$ cat config.mk
export PLATFORM = sky130hd
export DESIGN_NAME = mem_access_master
export DESIGN_NICKNAME = d
export VERILOG_FILES = /design/src/rtl/mem_access_master_pkg.sv /design/src/rtl/mem_access_master.sv
export SDC_FILE = /design/constraint.sdc
export NUM_CORES = 1
export LEC_CHECK = 0
export ABC_AREA = 0
export CAP_MARGIN = 20
export CORE_MARGIN = 4
export CORE_UTILIZATION = 49
export DETAILED_ROUTE_END_ITERATION = 10
export PLACE_DENSITY = 0.86
export SLEW_MARGIN = 15
export SYNTH_ARGS = -nofsm -noshare
export SYNTH_HDL_FRONTEND = slang
export SYNTH_SLANG_ARGS = --single-unit
$ cat constraint.sdc
create_clock -name clk -period 5.4 [get_ports clk]
set_input_delay 0.81 -clock clk [delete_from_list [all_inputs] [get_ports clk]]
set_output_delay 0.81 -clock clk [all_outputs]
set_load 0.01 [all_outputs]
$ cat src/rtl/mem_access_master_pkg.sv
// Shared definitions for the pipeline-to-byte-memory access master: default
// address map parameters and the access FSM state encoding.
package mem_access_master_pkg;

  localparam int unsigned BASE_ADDR_DFLT = 1024;
  localparam int unsigned DEPTH_DFLT     = 256;

  typedef enum logic [1:0] {
    IDLE = 2'd0,
    BEAT = 2'd1,
    DONE = 2'd2
  } state_e;

endpackage

$ cat src/rtl/mem_access_master.sv
// Pipeline MEM-stage access master. Converts one 32-bit load/store request
// into four big-endian byte beats on a simple req/ack byte memory port.
//
// Ports:
//   clk, rst            clock, synchronous active-high reset
//   req_r, req_w        pipeline load / store request (sampled in IDLE only)
//   adr, wdata          pipeline byte address and store data
//   rdata               load result, held until the next accepted load
//   freeze              stall to pipeline while an access is in progress
//   done                one-cycle pulse when an access completes
//   err                 one-cycle pulse on a rejected request
//   m_req, m_we         byte-beat request / write strobe to memory
//   m_adr, m_wdata      byte address and write byte of the current beat
//   m_rdata, m_ack      read byte and beat acknowledge from memory
module mem_access_master
  import mem_access_master_pkg::*;
#(
  parameter int unsigned BASE_ADDR = BASE_ADDR_DFLT,
  parameter int unsigned DEPTH     = DEPTH_DFLT,
  localparam int unsigned ADDR_W   = $clog2(DEPTH)
) (
  input  logic              clk,
  input  logic              rst,
  input  logic              req_r,
  input  logic              req_w,
  input  logic [31:0]       adr,
  input  logic [31:0]       wdata,
  output logic [31:0]       rdata,
  output logic              freeze,
  output logic              done,
  output logic              err,
  output logic              m_req,
  output logic              m_we,
  output logic [ADDR_W-1:0] m_adr,
  output logic [7:0]        m_wdata,
  input  logic [7:0]        m_rdata,
  input  logic              m_ack
);

  localparam int unsigned BEAT_W    = 2;
  localparam logic [BEAT_W-1:0] LAST_BEAT = 2'd3;

  state_e              r_state;
  state_e              w_state_nxt;
  logic [ADDR_W-1:0]   r_adr;
  logic [31:0]         r_wdata;
  logic                r_we;
  logic [BEAT_W-1:0]   r_beat;
  logic [31:0]         r_rdata;

  logic [31:0]         w_aligned;
  logic                w_in_range;
  logic                w_one_req;
  logic                w_accept;
  logic                w_beat_done;
  logic [4:0]          w_lsb;

  // Strip the pipeline offset (only from addresses at or above it) and word-align.
  function automatic logic [31:0] f_align(input logic [31:0] a);
    logic [31:0] ea;
    ea = (a >= 32'(BASE_ADDR)) ? (a - 32'(BASE_ADDR)) : a;
    return {ea[31:2], 2'b00};
  endfunction

  assign w_aligned  = f_align(adr);
  // 33-bit compare so the +3 can never wrap
  assign w_in_range = ({1'b0, w_aligned} + 33'd3) < 33'(DEPTH);
  assign w_one_req  = req_r ^ req_w;
  // Big-endian byte lane: beat 0 -> bits [31:24], beat 3 -> bits [7:0]
  assign w_lsb      = {~r_beat, 3'b000};
  assign rdata      = r_rdata;

  // State register
  always_ff @(posedge clk) begin
    if (rst) begin
      r_state <= IDLE;
    end else begin
      r_state <= w_state_nxt;
    end
  end

  // Next-state and output decode
  always_comb begin
    w_state_nxt = r_state;
    w_accept    = 1'b0;
    w_beat_done = 1'b0;
    freeze      = 1'b0;
    err         = 1'b0;
    done        = 1'b0;
    m_req       = 1'b0;
    m_we        = 1'b0;
    m_adr       = '0;
    m_wdata     = '0;
    case (r_state)
      IDLE: begin
        if (!rst) begin
          if (w_one_req && w_in_range) begin
            w_accept    = 1'b1;
            freeze      = 1'b1;
            w_state_nxt = BEAT;
          end else if (req_r || req_w) begin
            err = 1'b1;
          end
        end
      end
      BEAT: begin
        freeze  = 1'b1;
        m_req   = 1'b1;
        m_we    = r_we;
        m_adr   = r_adr + ADDR_W'(r_beat);
        m_wdata = r_wdata[w_lsb +: 8];
        if (m_ack) begin
          w_beat_done = 1'b1;
          if (r_beat == LAST_BEAT) begin
            w_state_nxt = DONE;
          end
        end
      end
      DONE: begin
        // Pipeline advances this cycle, so no request is looked at here
        done        = 1'b1;
        w_state_nxt = IDLE;
      end
      default: begin
        w_state_nxt = IDLE;
      end
    endcase
  end

  // Access context latch, beat counter and load assembly
  always_ff @(posedge clk) begin
    if (rst) begin
      r_adr   <= '0;
      r_wdata <= '0;
      r_we    <= 1'b0;
      r_beat  <= '0;
      r_rdata <= '0;
    end else if (w_accept) begin
      r_adr   <= w_aligned[ADDR_W-1:0];
      r_wdata <= wdata;
      r_we    <= req_w;
      r_beat  <= '0;
    end else if (w_beat_done) begin
      if (!r_we) begin
        r_rdata[w_lsb +: 8] <= m_rdata;
      end
      r_beat <= r_beat + 2'd1;
    end
  end

endmodule

==> impl_results.md, run 1 <==
- Register bit count reported by yosys: between 70 and 80
- Post-detailed-route wirelength per cell: ~17 um
- Place WS: a little under 0.7 ns
- Most frequent cells in the layout: sky130_fd_sc_hd__clkdlybuf4s50_1, sky130_fd_sc_hd__dfxtp_1, sky130_fd_sc_hd__a21oi_1
- Post-cts hold buffer count: 0
- Total overflow reported by the global router: 0
- Avg Synthesized Cell Area: 8.189 um2
- Unrepaired setup endpoints after global routing: no
- Worst Hold Class: reg2reg
- Most used DFF post-synth: sky130_fd_sc_hd__dfxtp_1
- Power density over the cells: around 200 nW/um2
- Area growth from synthesis to layout: 38.81%
- Worst-path cell chain: clkdlybuf4s50_1 -> or4_1 -> or3_4 -> or4_1 -> o211ai_2 -> o211a_1 -> nand2_1 -> o21bai_1 -> clkdlybuf4s50_1
- Slew headroom: between 30% and 40%
- Avg Vias per Cell: 5.815
- Share of the clock period used by the worst path: 88.33%
- Starting density of the core: between 50% and 60%
- Worst setup EP type: output port
- Number of levels in the clock H-tree: 3
- # diodes: 0
- Part of the Yosys area used for sequential elements: between 30% and 40%
- Number of vias in the routed layout: slightly below 4,000
- Cell with the largest stage delay on the worst path: sky130_fd_sc_hd__or4_1
- Fraction of final layout cells sized beyond drive strength 1: 7.304%
- Number of enable-type register cells in the synthesized netlist: 0
- Maximum fanout encountered on the critical timing path: 6
- Main area contributors after synthesis: sky130_fd_sc_hd__dfxtp_1, sky130_fd_sc_hd__a21oi_1, sky130_fd_sc_hd__nand3_1
- Antenna violations before repair: 0
- Worst Tran Pin Value: approximately 0.95 ns
- DRT antenna net count: 0
- Number of design-rule violations left by the first detailed-router iteration: approximately 210
- Category of the most critical setup path: in2out
- Area enclosed by the die boundary: between 9000 and 10,000 um2
- Share of the synthesized area in the top cell type: around 40%
- Chip Width: around 96 um
- Wire length of the first global-routing pass: around 18,000 um
- Clock insertion delay at the later pin of the skew report: roughly 0.36 ns
- CTS clk-pin slew, worst paths: 0.08 ns
- Number of distinct standard cells referenced by the synthesized netlist: 50
- Post-Synthesis Net Count: approximately 540
- Setup slack after layout: roughly 0.63 ns
- Buffers added on ports: about 130
- Tot GR Track Use: between 20% and 30%
- Final min period: around 4.8 ns
- IO Count: 130
- Final number of max-transition violations: 0
- Most frequent standard cell in the layout excluding fill and tap cells: sky130_fd_sc_hd__clkdlybuf4s50_1
- Max Buffers Root-to-Sink: 2
- Total number of placement rows: 31
- Max-cap violations: 0
- Count of final hold-check violations: 0
- CP peak stage delay: approximately 0.60 ns
- Detailed-router iteration count before antenna repair: 5
- Result of the run: finished, final reports clean
- Floorplan die height: roughly 96 um
- CTS tree: yes
- Critical path required time: 4.59 ns
- Quantity of gates resized following cts: 0
- Overall power after layout: 1.057 mW
- Post-route clock skew: about 0.015 ns
- Peak ir drop on the vdd network: approximately 0.00016 V
- Placeable core region: ~7400 um2
- TNS Setup: 0 ns
- Via count of the first global-routing pass: around 3,800
- Number of instances in the synthesized netlist: 459
- Lkg Pwr: roughly 1.7 nW
- Nature of the critical path startpoint: input port
- Top achievable clock speed: approximately 210 MHz
- Post-synthesis async set-or-reset flop share: 0%
- Hold Path Cell Cnt: 2
- Post-Synthesis Cell Area: roughly 3800 um2
- Endpoints failing setup: 0
- Post-CTS setup-driven buffer insertion count: 0
- RePlAce Congestion: a little over 0.9
- Number of nets in the finished design: 655
- Final WL: ~12,000 um
- Sinks on Clock Net: 75
- Post-detail-place hpwl: 8533 um
- Number of design rule violations left after detail routing: 0
- CTS buffer count: 9
- Depth of the worst register-to-register path: 5
- Worst path arrival time: between 3 and 4 ns
- Synth Warn #: 0
- Root Buffer Master: sky130_fd_sc_hd__clkbuf_8
- Maximum number of pins on one net before global-route repair: 78
- Post-synthesis cell type with the largest combined area: sky130_fd_sc_hd__dfxtp_1
cell usage after synthesis, drive strengths merged (2+ instances only):
library cell and number:
dfxtp 75, a21oi 74, nand3 72, nand2 43, o21ai 42, and2 22, clkbuf 20, buf 14
nor2 13, nor3 10, nor4 9, ha 8, mux4 8, inv 7, nand4 4, nor3b 3
or3 3, or4 3, mux2i 2, nand4b 2, nor2b 2, nor4b 2, o211ai 2, o41a 2
or4b 2
path summary, 6_finish.rpt:
path / end / start / slack (ns)
worst max-delay path: freeze / adr[28] / 0.63
worst min-delay path: rdata[0] / rdata[0] / 0.45
worst max register to register: rdata[15] / r_beat[0] / 2.62
worst min register to register: rdata[0] / rdata[0] / 0.45
through the flow:
step                util (%)  hold slack (ns)  cells  cell area (um2)
floorplan                  -           0.4500    459             3759
global placement       68.30           0.4388    658             5034
detailed placement     68.30           0.4445    658             5034
CTS                    70.76           0.4558    674             5215
global route           70.80           0.4723    674             5218
finish                 70.80           0.4518    674             5218
layout make-up:
| cell class | instances | area, um2 |
|---|---|---|
| clock buffer | 9 | 123.9 |
| clock inverter | 7 | 57.56 |
| sequential | 75 | 1501 |
| tap | 99 | 123.9 |
| timing repair buffer | 134 | 1324 |
| fill | 598 | 2152 |
| multi-input combinational | 343 | 2061 |
| inverter | 7 | 26.28 |
where the power goes:
part	internal, mW	switching, mW
registers	0.552	0.0000000236
clock network	0.174	0.224
logic	0.0587	0.0479
layer usage:
metal / share of wire, % / GRT usage (%) / wire (um) / vias up
li1: - / - / - / 1900
met1: 41 / 33.12 / 4805 / 1833
met2: 50 / 42.68 / 5846 / 167
met3: 7.0 / 5.604 / 811 / 19
met4: 1.7 / 8.649 / 197 / 0
met5: 0 / 0 / 0 / -
critical path: cells and delay by family:
family	cells	cell delay (ns)
simple gates	4	1.61
compound gates	3	0.49
buf+inv	2	1.06
flip-flops by register name, summed over array words and instances, names as in the netlist:
name,cells
rdata,32
r_adr,6
r_we,1
r_beat,2
r_wdata,32
r_state,2
kinds of logic (layout without fill, tap and decap cells):
family / Yosys count / after routing / synth area share (%)
adders and majority gates: 8 / 8 / 2.663
buffers and inverters: 41 / 157 / 5.459
and+or+nand+nor: 194 / 194 / 27.66
xor gates and xnor gates: 1 / 1 / 0.2331
AOI/OAI and AO/OA: 130 / 130 / 18.71
DFF: 75 / 75 / 39.95
muxes: 10 / 10 / 5.326
Power figures use the tool's default switching activity.
==> inputs of run 2 (changes only) <==
Settings changed: CORE_UTILIZATION 49 to 55, DONT_BUFFER_PORTS set to 1, GPL_ROUTABILITY_DRIVEN set to 0, PLACE_DENSITY 0.86 to 0.7.
==> impl_results.md, run 2 (same netlist as run 1, synthesis figures left out) <==
- Destination of the worst hold path: r_wdata[12]
- Share of the clock period used by the worst path: 76.82% (-12 points)
- Maximum number of pins on one net before global-route repair: 78 (unchanged)
- CP peak stage delay: 0.65 ns (+0.05 ns)
- GR Layer Usage met1: 33.52% (+0.40 points)
- Most frequent standard cell in the layout excluding fill and tap cells: sky130_fd_sc_hd__dfxtp_1
- Detailed-router iteration count before antenna repair: 5 (unchanged)
- Max-cap violations: 0 (unchanged)
- Final number of max-transition violations: 0 (unchanged)
- Tot GR Track Use: 24.84% (-0.91 points)
- GR Util met3: 9.000% (+3.4 points)
- Area enclosed by the die boundary: 8220 um2 (-10%)
- Post-cts hold buffer count: 0 (unchanged)
- Total overflow reported by the global router: 0 (unchanged)
- Fraction of final layout cells sized beyond drive strength 1: 8.333% (+1.0 points)
- R2R Path End: rdata[9]
- Post-detail-place hpwl: 7143 um (-16%)
- Most frequent cells in the layout: sky130_fd_sc_hd__dfxtp_1, sky130_fd_sc_hd__a21oi_1, sky130_fd_sc_hd__nand3_1
- Avg Vias per Cell: 6.441 (+11%)
- Most utilized layer in the global route result: met2
- CTS tree: yes
- Floorplan die height: 90.67 um (-5.1%)
- Worst setup slack for register-to-register paths: 2.76 ns (+0.14 ns)
- Minimum hold slack: 0.4729 ns (+0.02116 ns)
- DRT antenna net count: 0 (unchanged)
- Cell Area, Placed: 3712 um2 (-26%)
- Nature of the critical path startpoint: input port
- Number of nets in the finished design: 525 (-20%)
- Number of vias in the routed layout: 3,356 (-14%)
- Post-route clock skew: 0.008178 ns (-0.007074 ns)
- Area growth from synthesis to layout: 3.629%
- CTS clk-pin slew, worst paths: 0.07 ns (about the same)
- Final WL: 10,100 um (-13%)
- Post-CTS setup-driven buffer insertion count: 0 (unchanged)
- Depth of the worst register-to-register path: 5 (unchanged)
- Unrepaired setup endpoints after global routing: no
- Result of the run: finished, final reports clean
- Hold Path Cell Cnt: 2 (unchanged)
- Worst Tran Pin Value: 0.8536 ns (-0.09465 ns)
- Root Buffer Master: sky130_fd_sc_hd__clkbuf_8
- Chip Width: 90.67 um (-5.1%)
- Antenna violations before repair: 0 (unchanged)
- Critical path required time: 4.59 ns (about the same)
- # diodes: 0 (unchanged)
- Placed Instances: 506 (-23%)
- Worst Hold Class: reg2reg
- Power density over the cells: 254.4 nW/um2 (+26%)
- Quantity of gates resized following cts: 0 (unchanged)
- Lkg Pwr: 1.179 nW (-29%)
- Wire length of the first global-routing pass: 16,550 um (-9.9%)
- Filler Cells Inserted: 611 (+2.2%)
- Sinks on Clock Net: 75 (unchanged)
- Max Buffers Root-to-Sink: 2 (unchanged)
- Area taken by multi-input logic gates: 2058 um2 (-0.12%)
- Post-detailed-route wirelength per cell: 19.38 um (+12%)
- Top achievable clock speed: 241.1 MHz (+15%)
- Min-delay src: r_wdata[12]
- Endpoints failing setup: 0 (unchanged)
- Number of levels in the clock H-tree: 3 (unchanged)
- Worst setup EP type: output port
- Clock insertion delay at the later pin of the skew report: 0.35 ns (about the same)
- Category of the most critical setup path: in2out
- Buffers added on ports: 0 (-100%)
- Family with the most delay on the worst path: simple AND/OR/NAND/NOR gates
- R2r startpoint: r_beat[0]
- Timing startpoint of the critical path: adr[14]
- Maximum fanout encountered on the critical timing path: 41 (+35)
- Worst-path cell chain: nor4_4 -> nand2_1 -> or4b_2 -> nand4_1 -> or4_4 -> nor2_1 -> nor4b_1
- Placeable core region: 6495 um2 (-12%)
- Cell with the largest stage delay on the worst path: sky130_fd_sc_hd__or4b_2
- IO Count: 130 (unchanged)
- CTS buffer count: 9 (unchanged)
- Worst path arrival time: 3.34 ns (-0.62 ns)
- Bufs and invs on worst path: 0 (-2)
- Via count of the first global-routing pass: 3,205 (-15%)
- TNS Setup: 0 ns (unchanged)
- Total number of placement rows: 29 (-6.5%)
- Final min period: 4.148 ns (-0.6214 ns)
- Slew headroom: 42.97% (+6.3 points)
- Final instance area: 3895 um2 (-25%)
- Peak ir drop on the vdd network: 0.0001917 V (+23%)
- Starting density of the core: 57.87% (+6.9 points)
- Number of design rule violations left after detail routing: 0 (unchanged)
- Number of design-rule violations left by the first detailed-router iteration: 174 (-17%)
- Non-filler instance count after layout: 521 (-23%)
- GR Util met2: 37.55% (-5.1 points)
- Count of final hold-check violations: 0 (unchanged)
- Area occupied by registers: 1501 um2 (unchanged)
==> run 2: cell types whose count changed in the layout (fill, tap and decap cells not counted), sizes merged <==
cell | previous run | this run
inv | 11 | 7
bufinv | 0 | 1
clkdlybuf4s50 | 128 | 0
clkbuf | 9 | 10
clkinv | 1 | 2
buf | 6 | 4
==> run 2: report_power, final <==
group          switching (mW)  leakage (nW)  internal, mW
clock network           0.203        0.0881         0.209
registers        0.0000000243         0.604         0.553
logic                  0.0162         0.487        0.0100
total                   0.219          1.18         0.772
==> run 2: metal layers <==
layer | vias up | share of wire [%] | routed length [um]
met5 | - | 0 | 0
met4 | 0 | 1.3 | 136
met3 | 14 | 10 | 1043
met2 | 169 | 45 | 4556
met1 | 1543 | 43 | 4360
li1 | 1630 | - | -
==> run 2: layout make-up <==
type / instances / share of cell area [%]
Clock buffer: 10 / 3.277
Clock inverter: 5 / 1.413
Inverter: 7 / 0.6746
Multi-Input combinational cell: 343 / 52.84
Sequential cell: 75 / 38.55
Tap cell: 77 / 2.473
Timing Repair Buffer: 4 / 0.7710
==> run 2: worst max-delay path by stage <==
stage          endpoint  slack [ns]  cells past startpoint
6_report            err        1.25                      7
5_1_grt          freeze        1.04                      8
4_1_cts             err        1.26                      7
3_5_place_dp        err        1.28                      7
3_3_place_gp        err        1.33                      7
2_1_floorplan    freeze        1.62                      8
==> run 2: worst min-delay path, cell delays in order, from the launching register on <==
cell and delay, ns:
sky130_fd_sc_hd__dfxtp_1 0.31, sky130_fd_sc_hd__o21ai_1 0.07, sky130_fd_sc_hd__a21oi_1 0.06
==> run 2: per-stage QoR <==
stage	utilization (%)	setup slack [ns]	power, mW
3_5_place_dp	57.16	1.276	0.5911
6_report	59.97	1.252	0.9908
4_1_cts	59.97	1.264	1.002
2_1_floorplan	-	1.622	0.5949
5_1_grt	59.97	1.035	1.023
3_3_place_gp	57.16	1.330	0.5908
